===== src/rtl/exp_req_arbiter.sv =====
`default_nettype none
// ============================================================================
// Module      : exp_req_arbiter
// Description : Round-robin arbiter/sequencer sharing one exponential core
//               among N requesters. One operation in flight at a time:
//               accept operand, load core, wait for result or timeout,
//               return the tagged response.
// Revision    : 1.0 - initial release
// ============================================================================
module exp_req_arbiter #(
    parameter int N       = 4,
    parameter int IDW     = 2,
    parameter int TIMEOUT = 16
) (
    input  logic              CLK,
    input  logic              rst,
    input  logic [N-1:0]      req_valid,
    input  logic [32*N-1:0]   req_data,
    output logic [N-1:0]      req_ready,
    output logic              core_load,
    output logic [31:0]       core_operand,
    output logic              core_start,
    input  logic              core_input_ready,
    input  logic              core_done,
    input  logic [31:0]       core_result,
    output logic              rsp_valid,
    output logic [IDW-1:0]    rsp_id,
    output logic [31:0]       rsp_data,
    output logic              rsp_err,
    input  logic              rsp_ready,
    output logic              busy
);

    localparam logic [1:0]     S_IDLE     = 2'd0;
    localparam logic [1:0]     S_LOAD     = 2'd1;
    localparam logic [1:0]     S_WAIT     = 2'd2;
    localparam logic [1:0]     S_RESP     = 2'd3;
    localparam logic [7:0]     C_TMO_LAST = 8'(TIMEOUT - 1);
    localparam logic [IDW-1:0] C_LAST_ID  = IDW'(N - 1);
    localparam logic [IDW:0]   C_N_EXT    = (IDW+1)'(N);

    logic [1:0]     r_state;
    logic [1:0]     w_next_state;
    logic [IDW-1:0] r_ptr;
    logic [IDW-1:0] r_gnt_id;
    logic [7:0]     r_timer;
    logic [31:0]    r_operand;
    logic [31:0]    r_rsp_data;
    logic           r_rsp_err;

    logic           w_found;
    logic [IDW-1:0] w_winner;
    logic [IDW:0]   w_idx;
    logic [31:0]    w_win_data;
    logic           w_accept;
    logic           w_timeout;

    // Rotating priority search: first valid requester at or after r_ptr
    always_comb begin
        w_found  = 1'b0;
        w_winner = '0;
        w_idx    = '0;
        for (int k = 0; k < N; k++) begin
            w_idx = {1'b0, r_ptr} + (IDW+1)'(k);
            if (w_idx >= C_N_EXT) begin
                w_idx = w_idx - C_N_EXT;
            end
            if (!w_found && req_valid[w_idx[IDW-1:0]]) begin
                w_found  = 1'b1;
                w_winner = w_idx[IDW-1:0];
            end
        end
    end

    assign w_win_data = req_data[{w_winner, 5'b00000} +: 32];
    assign w_accept   = (r_state == S_IDLE) && w_found;
    assign w_timeout  = (r_timer == C_TMO_LAST);

    // State register
    always_ff @(posedge CLK) begin
        if (rst) begin
            r_state <= S_IDLE;
        end else begin
            r_state <= w_next_state;
        end
    end

    // Next-state logic
    always_comb begin
        w_next_state = r_state;
        case (r_state)
            S_IDLE:  if (w_found)                  w_next_state = S_LOAD;
            S_LOAD:  if (core_input_ready)         w_next_state = S_WAIT;
            S_WAIT:  if (core_done || w_timeout)   w_next_state = S_RESP;
            S_RESP:  if (rsp_ready)                w_next_state = S_IDLE;
            default:                               w_next_state = S_IDLE;
        endcase
    end

    // Datapath: operand/grant capture, WAIT timer, result capture, pointer
    always_ff @(posedge CLK) begin
        if (rst) begin
            r_ptr      <= '0;
            r_gnt_id   <= '0;
            r_timer    <= '0;
            r_operand  <= '0;
            r_rsp_data <= '0;
            r_rsp_err  <= 1'b0;
        end else begin
            if (w_accept) begin
                r_operand <= w_win_data;
                r_gnt_id  <= w_winner;
            end
            if ((r_state == S_LOAD) && core_input_ready) begin
                r_timer <= '0;
            end
            if (r_state == S_WAIT) begin
                r_timer <= r_timer + 8'd1;
                // A result landing on the timeout cycle still counts as success
                if (core_done) begin
                    r_rsp_data <= core_result;
                    r_rsp_err  <= 1'b0;
                end else if (w_timeout) begin
                    r_rsp_data <= '0;
                    r_rsp_err  <= 1'b1;
                end
            end
            if ((r_state == S_RESP) && rsp_ready) begin
                r_ptr <= (r_gnt_id == C_LAST_ID) ? '0 : r_gnt_id + IDW'(1);
            end
        end
    end

    // Output decode from the state register; req_ready is the only path from inputs
    always_comb begin
        req_ready = '0;
        if (w_accept) begin
            req_ready[w_winner] = 1'b1;
        end
        core_load    = (r_state == S_LOAD);
        core_start   = (r_state == S_WAIT);
        rsp_valid    = (r_state == S_RESP);
        busy         = (r_state != S_IDLE);
        core_operand = r_operand;
        rsp_id       = r_gnt_id;
        rsp_data     = r_rsp_data;
        rsp_err      = r_rsp_err;
    end

endmodule
`default_nettype wire


===== config.mk =====
export PLATFORM = sky130hd
export DESIGN_NAME = exp_req_arbiter
export DESIGN_NICKNAME = d
export VERILOG_FILES = /design/src/rtl/exp_req_arbiter.sv
export SDC_FILE = /design/constraint.sdc
export NUM_CORES = 1
export LEC_CHECK = 0
export CORE_MARGIN = 3
export CORE_UTILIZATION = 45
export DETAILED_ROUTE_END_ITERATION = 12
export DONT_BUFFER_PORTS = 1
export PLACE_DENSITY_LB_ADDON = 0.12
export SETUP_SLACK_MARGIN = 0.4
export SLEW_MARGIN = 15
export SYNTH_ARGS = -nofsm -noshare
export SYNTH_HDL_FRONTEND = slang
export SYNTH_SLANG_ARGS = --single-unit

===== constraint.sdc =====
create_clock -name CLK -period 2 [get_ports CLK]
set_clock_uncertainty 0.15 [all_clocks]
set_input_delay 0.5 -clock CLK [delete_from_list [all_inputs] [get_ports CLK]]
set_output_delay 0.5 -clock CLK [all_outputs]
set_load 0.01 [all_outputs]

==> results of run 1 <==
==> through the flow <==
stage               TNS, ps  hold slack [ps]
floorplan              -142              319
global placement      -66.7              335
detailed placement     -832              344
CTS                   -1580             29.1
global route          -2970             27.7
finish                -1170             54.5
==> kinds of logic after synthesis <==
| kind of cell | count (synthesis) | synth area share, % |
|---|---|---|
| and+or+nand+nor | 125 | 14.4 |
| AOI/OAI and AO/OA | 103 | 20.6 |
| DFF | 79 | 41.5 |
| xor gates and xnor gates | 2 | 0.460 |
| adders and majority gates | 7 | 2.30 |
| buffers and inverters | 37 | 4.86 |
| muxes | 60 | 15.9 |
==> sequential cells by signal, summed over array words and instances (netlist names) <==
name / cells
r_ptr: 2
rsp_id: 2
r_state: 2
rsp_err: 1
r_timer: 8
core_operand: 32
rsp_data: 32
==> repair_timing <==
item,4_1_cts,5_1_grt
resized for setup,108,43
pin swaps,59,42
hold buffers,0,0
endpoints found under the hold margin,0,0
buffers inserted,27,8
cloned,16,4
setup endpoints to repair,79,81
==> cell usage in the layout, fill, tap and decap left out, drive strengths merged, types with 5 or more instances in the layout <==
master	instances
dfxtp	79
buf	67
mux2i	60
nand2	45
nor2	45
a22oi	32
o221ai	27
clkbuf	14
a21oi	13
nand3	12
inv	11
o211ai	9
a21o	7
o21ai	7
ha	7
nor3	5
==> worst min-delay path by stage <==
stage | from | end | slack, ps | cells past startpoint
floorplan | r_timer[7]$_SDFFE_PP0P_ | r_timer[7]$_SDFFE_PP0P_ | 320 | 2
global placement | r_timer[7]$_SDFFE_PP0P_ | r_timer[7]$_SDFFE_PP0P_ | 340 | 2
detailed placement | r_timer[7]$_SDFFE_PP0P_ | r_timer[7]$_SDFFE_PP0P_ | 340 | 2
CTS | rst | r_state[0]$_SDFFE_PP0P_ | 30 | 1
global route | rst | r_timer[3]$_SDFFE_PP0P_ | 30 | 1
finish | rst | r_ptr[1]$_SDFFE_PP0P_ | 50 | 1
==> critical path, stage by stage (launching register included) <==
cell and delay (ps):
dfxtp_4 390, mux2i_4 270, o2bb2ai_4 100, nor2_4 120
buf_12 120, nand2_8 50, nor2_4 100
==> area by class of cell <==
cell class	count	area, um^2	share of cell area [%]
Tap cell	102	128	2.18
Timing Repair Buffer	74	1210	20.6
Clock buffer	10	138	2.35
Clock inverter	6	75.1	1.28
Inverter	8	35.0	0.599
Multi-Input combinational cell	297	2670	45.7
Sequential cell	79	1600	27.3
==> power groups by stage <==
stage,logic [mW],clock network (mW),registers [mW]
after floorplan,1.09,0,2.20
after global placement,1.40,0,2.29
after detailed placement,1.43,0,2.29
after CTS,2.40,1.32,2.28
after global routing,2.88,1.37,2.31
final,2.72,1.28,2.28
==> routing by layer <==
layer	routed length, um	part of all wire (%)
met1	5310	36
met2	7870	53
met3	1240	8.4
met4	300	2.0
met5	0	0
==> flow_summary.ini, run 1 <==
[placed_design]
place_congestion = 0.835
dp.cells = 505
place.port_buffers = 0
place_area_um2 = 4130
dp_slack_ps = -111
dp_hpwl_um = 8760

[setup_path]
critPathArrivalTime_ps = 1500
cp-end-kind = output pin
crit_required_ps = 1350
path_max_fanout = 4
crit_path_end = req_ready[1]
criticalPathCategory = flip-flop to output pin
timing.rr.end = core_operand[27]$_SDFFE_PP0P_
setup.worst_path.start = r_ptr[1]$_SDFFE_PP0P_
rrSetupSlack_ps = -120
rr_startpoint = r_ptr[1]$_SDFFE_PP0P_
r2r_cells = 11
crit_path_start_kind = flip-flop

[logic_synthesis]
synth_cells = 413
synth_top_flop_cell = dfxtp_1
ys_ff_latch = 79
synth_common_cells = dfxtp_1 (79), mux2i_1 (59), nand2_1 (45), nor2_1 (44), a22oi_1 (32)
ys_warn_count = 0
synth_top_area_cell = dfxtp_1
syn_area_um2 = 3810
yosysMostFrequentCell = dfxtp_1
async_reset_ff_share_pct = 0
synthTopCellsByArea = dfxtp_1 (42%), mux2i_1 (16%), a22oi_1 (6.3%)
synth_fp_nets = 589
yosysSeqAreaShare_pct = 41.5
syn_avg_cell_area_um2 = 9.22
synth-edff-count = 0
synthDominantCellAreaShare_pct = 41.5
synth_cell_type_count = 42

[timing]
fin_crit_sh_pct = 108
hold_viol_final = 0
timing.final.ws_setup_ps = -153
layout_min_cycle_time_ps = 2150
maxSlewViolCount = 0
worstMarginPinSlew_ps = 673
grt_setup_unrepaired = yes
max_slew_margin_pct = 54.7
max_freq_mhz = 464
setup_viol = 16

[route]
drcViolationCount = 0
viasPerCell = 6.37
vias = 3667
wire_per_inst_um = 25.6
drt_wl_total_um = 14700
firstDrtPassIters = 4
antenna_left = 0
drt-initial-drc-count = 158

[min_path]
hp-class = primary input to flip-flop

[floorplanning]
die-width_um = 98.0
row_count = 32
num_io_pins = 244
initial_core_util_pct = 47.8
core-area_um2 = 7970
die_h_um = 98.0
die_area_um2 = 9600

[global_route]
antenna_found_initial = 0
overflow = 0
grt_pass1_wl_um = 21400
globalRouteMet3Util_pct = 8.21
grt_pass1_vias = 3703
use_met2_pct = 50.4
busiest_layer = met2
grt_use_met1_pct = 32.2
grt_max_degree = 50
grtUsageTotal_pct = 28.1

[final_layout]
fillers = 537
nets = 645
design_area_um2 = 5850
diodes = 0
drive_above_1_share_pct = 42.0
synthToLayoutAreaGrowth_pct = 53.7
stdcell_count = 576
fin_util_pct = 73.4

[power]
intPower_mw = 4.04
switching_share_pct = 35.7
power_leakage_nw = 2.15
p_sw_mw = 2.24
power.total_mw = 6.28
power_density_nw_per_um2 = 1070
p_seq_share_pct = 36.4
power.combinational.fraction_pct = 43.3
pwr-share-clk_pct = 20.3
ir_drop_mv = 0.771

[clock_network]
ctsHtreeMaxLevel = 3
cts_tree = built
worstSkewPairLatency_ps = 350
cts_buffers = 9
cts.sinks = 79
clockRootBuffer = clkbuf_8
cts.clk_slew.worst_paths_ps = 90
clock_path_buffers = 2

[outcome]
violations = setup timing
status = complete, but fails checks

[job]
max_cap_viol_count = 0
No activity file was read; power rests on OpenSTA's default activity.
==> run 2: changes to the inputs <==
--- a/config.mk
+++ b/config.mk
@@ -10,6 +10,7 @@
 export DETAILED_ROUTE_END_ITERATION = 12
 export DONT_BUFFER_PORTS = 1
 export PLACE_DENSITY_LB_ADDON = 0.12
+export REMOVE_ABC_BUFFERS = 1
 export SETUP_SLACK_MARGIN = 0.4
 export SLEW_MARGIN = 15
 export SYNTH_ARGS = -nofsm -noshare
==> run 2 against run 1 <==
  * The flow still finishes with violations (setup timing)
  * Flip-flop and latch count is the same
  * Count of clock-buffer cells in the layout shrank 1
  * Combinational power shrank 21%
  * Clock power up 8%
  * Largest cell class unchanged
  * Largest power group is now registers
  * Highest routed layer unchanged
==> flow_summary.ini, run 2 (synthesis gave the netlist of run 1 again) <==
[power]
ir_drop_mv = 0.561
power_leakage_nw = 1.95
power_density_nw_per_um2 = 1090

[floorplanning]
row_count = 32
core-area_um2 = 7970
die_area_um2 = 9600
die-width_um = 98.0
initial_core_util_pct = 47.8
die_h_um = 98.0
num_io_pins = 244

[global_route]
use_met2_pct = 42.8
grt_pass1_wl_um = 19500
antenna_found_initial = 0
globalRouteMet3Util_pct = 6.57
grtUsageTotal_pct = 25.4
busiest_layer = met2
overflow = 0
grt_max_degree = 50
grt_use_met1_pct = 31.7
grt_pass1_vias = 3542

[clock_network]
worstSkewPairLatency_ps = 340
clock_path_buffers = 2
clockRootBuffer = clkbuf_8
cts_tree = built
cts_hold_buf = 0
ctsHtreeMaxLevel = 3
cts.clk_slew.worst_paths_ps = 100
cts_buffers = 9
cts.sinks = 79

[final_layout]
nets = 632
synthToLayoutAreaGrowth_pct = 39.9
diodes = 0
fin_util_pct = 66.8
design_area_um2 = 5330
drive_above_1_share_pct = 36.7
stdcell_count = 563
layout_common_cells = dfxtp_1 (72), mux2i_1 (52), nand2_1 (41)
final_common_cell = dfxtp_1

[setup_path]
criticalPathCategory = flip-flop to output pin
rr_startpoint = r_ptr[1]$_SDFFE_PP0P_
critPathSlowestCell = dfxtp_4
critPathArrivalTime_ps = 1450
critPathTopFamily = flip-flops
crit_chain = mux2i_4 > o2bb2ai_4 > buf_6 > o21ai_4 > nor2_2
crit_path_start_kind = flip-flop
max_stage_delay_ps = 380
crit_required_ps = 1350
r2r_cells = 9
cp-end-kind = output pin
path_max_fanout = 5
cp.depth = 5
setup.worst_path.start = r_ptr[1]$_SDFFE_PP0P_
crit_buf_inv = 1

[timing]
layout_min_cycle_time_ps = 2100
setup_viol = 15
grt_setup_unrepaired = yes
max_freq_mhz = 476
hold_viol_final = 0
max_slew_margin_pct = 50.6
timing.final.ws_setup_ps = -101
maxSlewViolCount = 0
fin_crit_sh_pct = 105
worstMarginPinSlew_ps = 734

[route]
wire_per_inst_um = 23.0
firstDrtPassIters = 4
drt-initial-drc-count = 131
drt_wl_total_um = 12900
viasPerCell = 6.20
drcViolationCount = 0
vias = 3489
antenna_left = 0

[placed_design]
dp.cells = 506
dp_hpwl_um = 8010
place.port_buffers = 0
dp_slack_ps = -67.9
place_congestion = 0.982
place_area_um2 = 4000

[min_path]
holdPathStages = 1
hp-class = primary input to flip-flop
min-delay-start = rst

[outcome]
violations = setup timing
status = complete, but fails checks

[job]
max_cap_viol_count = 0
## run 2: cell count changes in the layout (fill, tap and decap cells not counted), moves of 3 or more
cell,before,now
buf_12,13,8
buf_4,23,26
mux2i_4,9,1
o221ai_1,19,25
o221ai_2,6,1
buf_16,14,8
mux2i_1,45,52
## run 2: final timing paths
path	slack, ps	end
setup reg to reg	-20	core_operand[20]$_SDFFE_PP0P_
hold reg to reg	360	r_timer[7]$_SDFFE_PP0P_
setup / recovery	-100	req_ready[0]
hold / removal	50	rsp_data[7]$_SDFFE_PP0P_
## run 2: cell type report
cell class / count / area (um^2)
inverters: 8 / 35.0
clock buffers: 9 / 124
repair buffers: 61 / 852
well taps: 102 / 128
fillers: 617 / 2640
flip-flops and latches: 79 / 1600
clock inverters: 7 / 109
multi-input cells: 297 / 2480
## run 2: what timing repair did
| item | CTS | global route |
|---|---|---|
| pin swaps | 87 | 14 |
| setup buffers | 24 | 6 |
| setup endpoints to repair | 81 | 81 |
| cloned | 8 | 3 |
| resized for setup | 121 | 16 |
## run 2: routing by layer
layer	wire length, um	up-vias	share of wire [%]
li1	-	1623	-
met3	959	14	7.4
met1	5120	1688	40
met4	178	0	1.4
met2	6680	164	52
met5	0	-	0
## run 2: worst register-to-register path, stage by stage, from the launching register on
cell and delay [ps]:
dfxtp_4 380, mux2i_4 280, o2bb2ai_4 100, nor2_4 140, buf_4 130, buf_12 130, buf_12 120, clkbuf_16 160
mux2i_1 200, o221ai_1 120
## run 2: metrics by stage
step / TNS (ps) / hold slack [ps] / power, mW
after global routing: -2830 / 15.4 / 6.11
after detailed placement: -959 / 337 / 3.56
after global placement: -390 / 326 / 3.55
after floorplan: -30440 / 313 / 3.05
final: -458 / 49.3 / 5.81
after CTS: -303 / 31.9 / 5.68
## run 2: where the power goes
| group | switching, mW | internal (mW) |
|---|---|---|
| registers | 0.389 | 1.88 |
| logic | 1.03 | 1.12 |
| clock network | 0.650 | 0.734 |
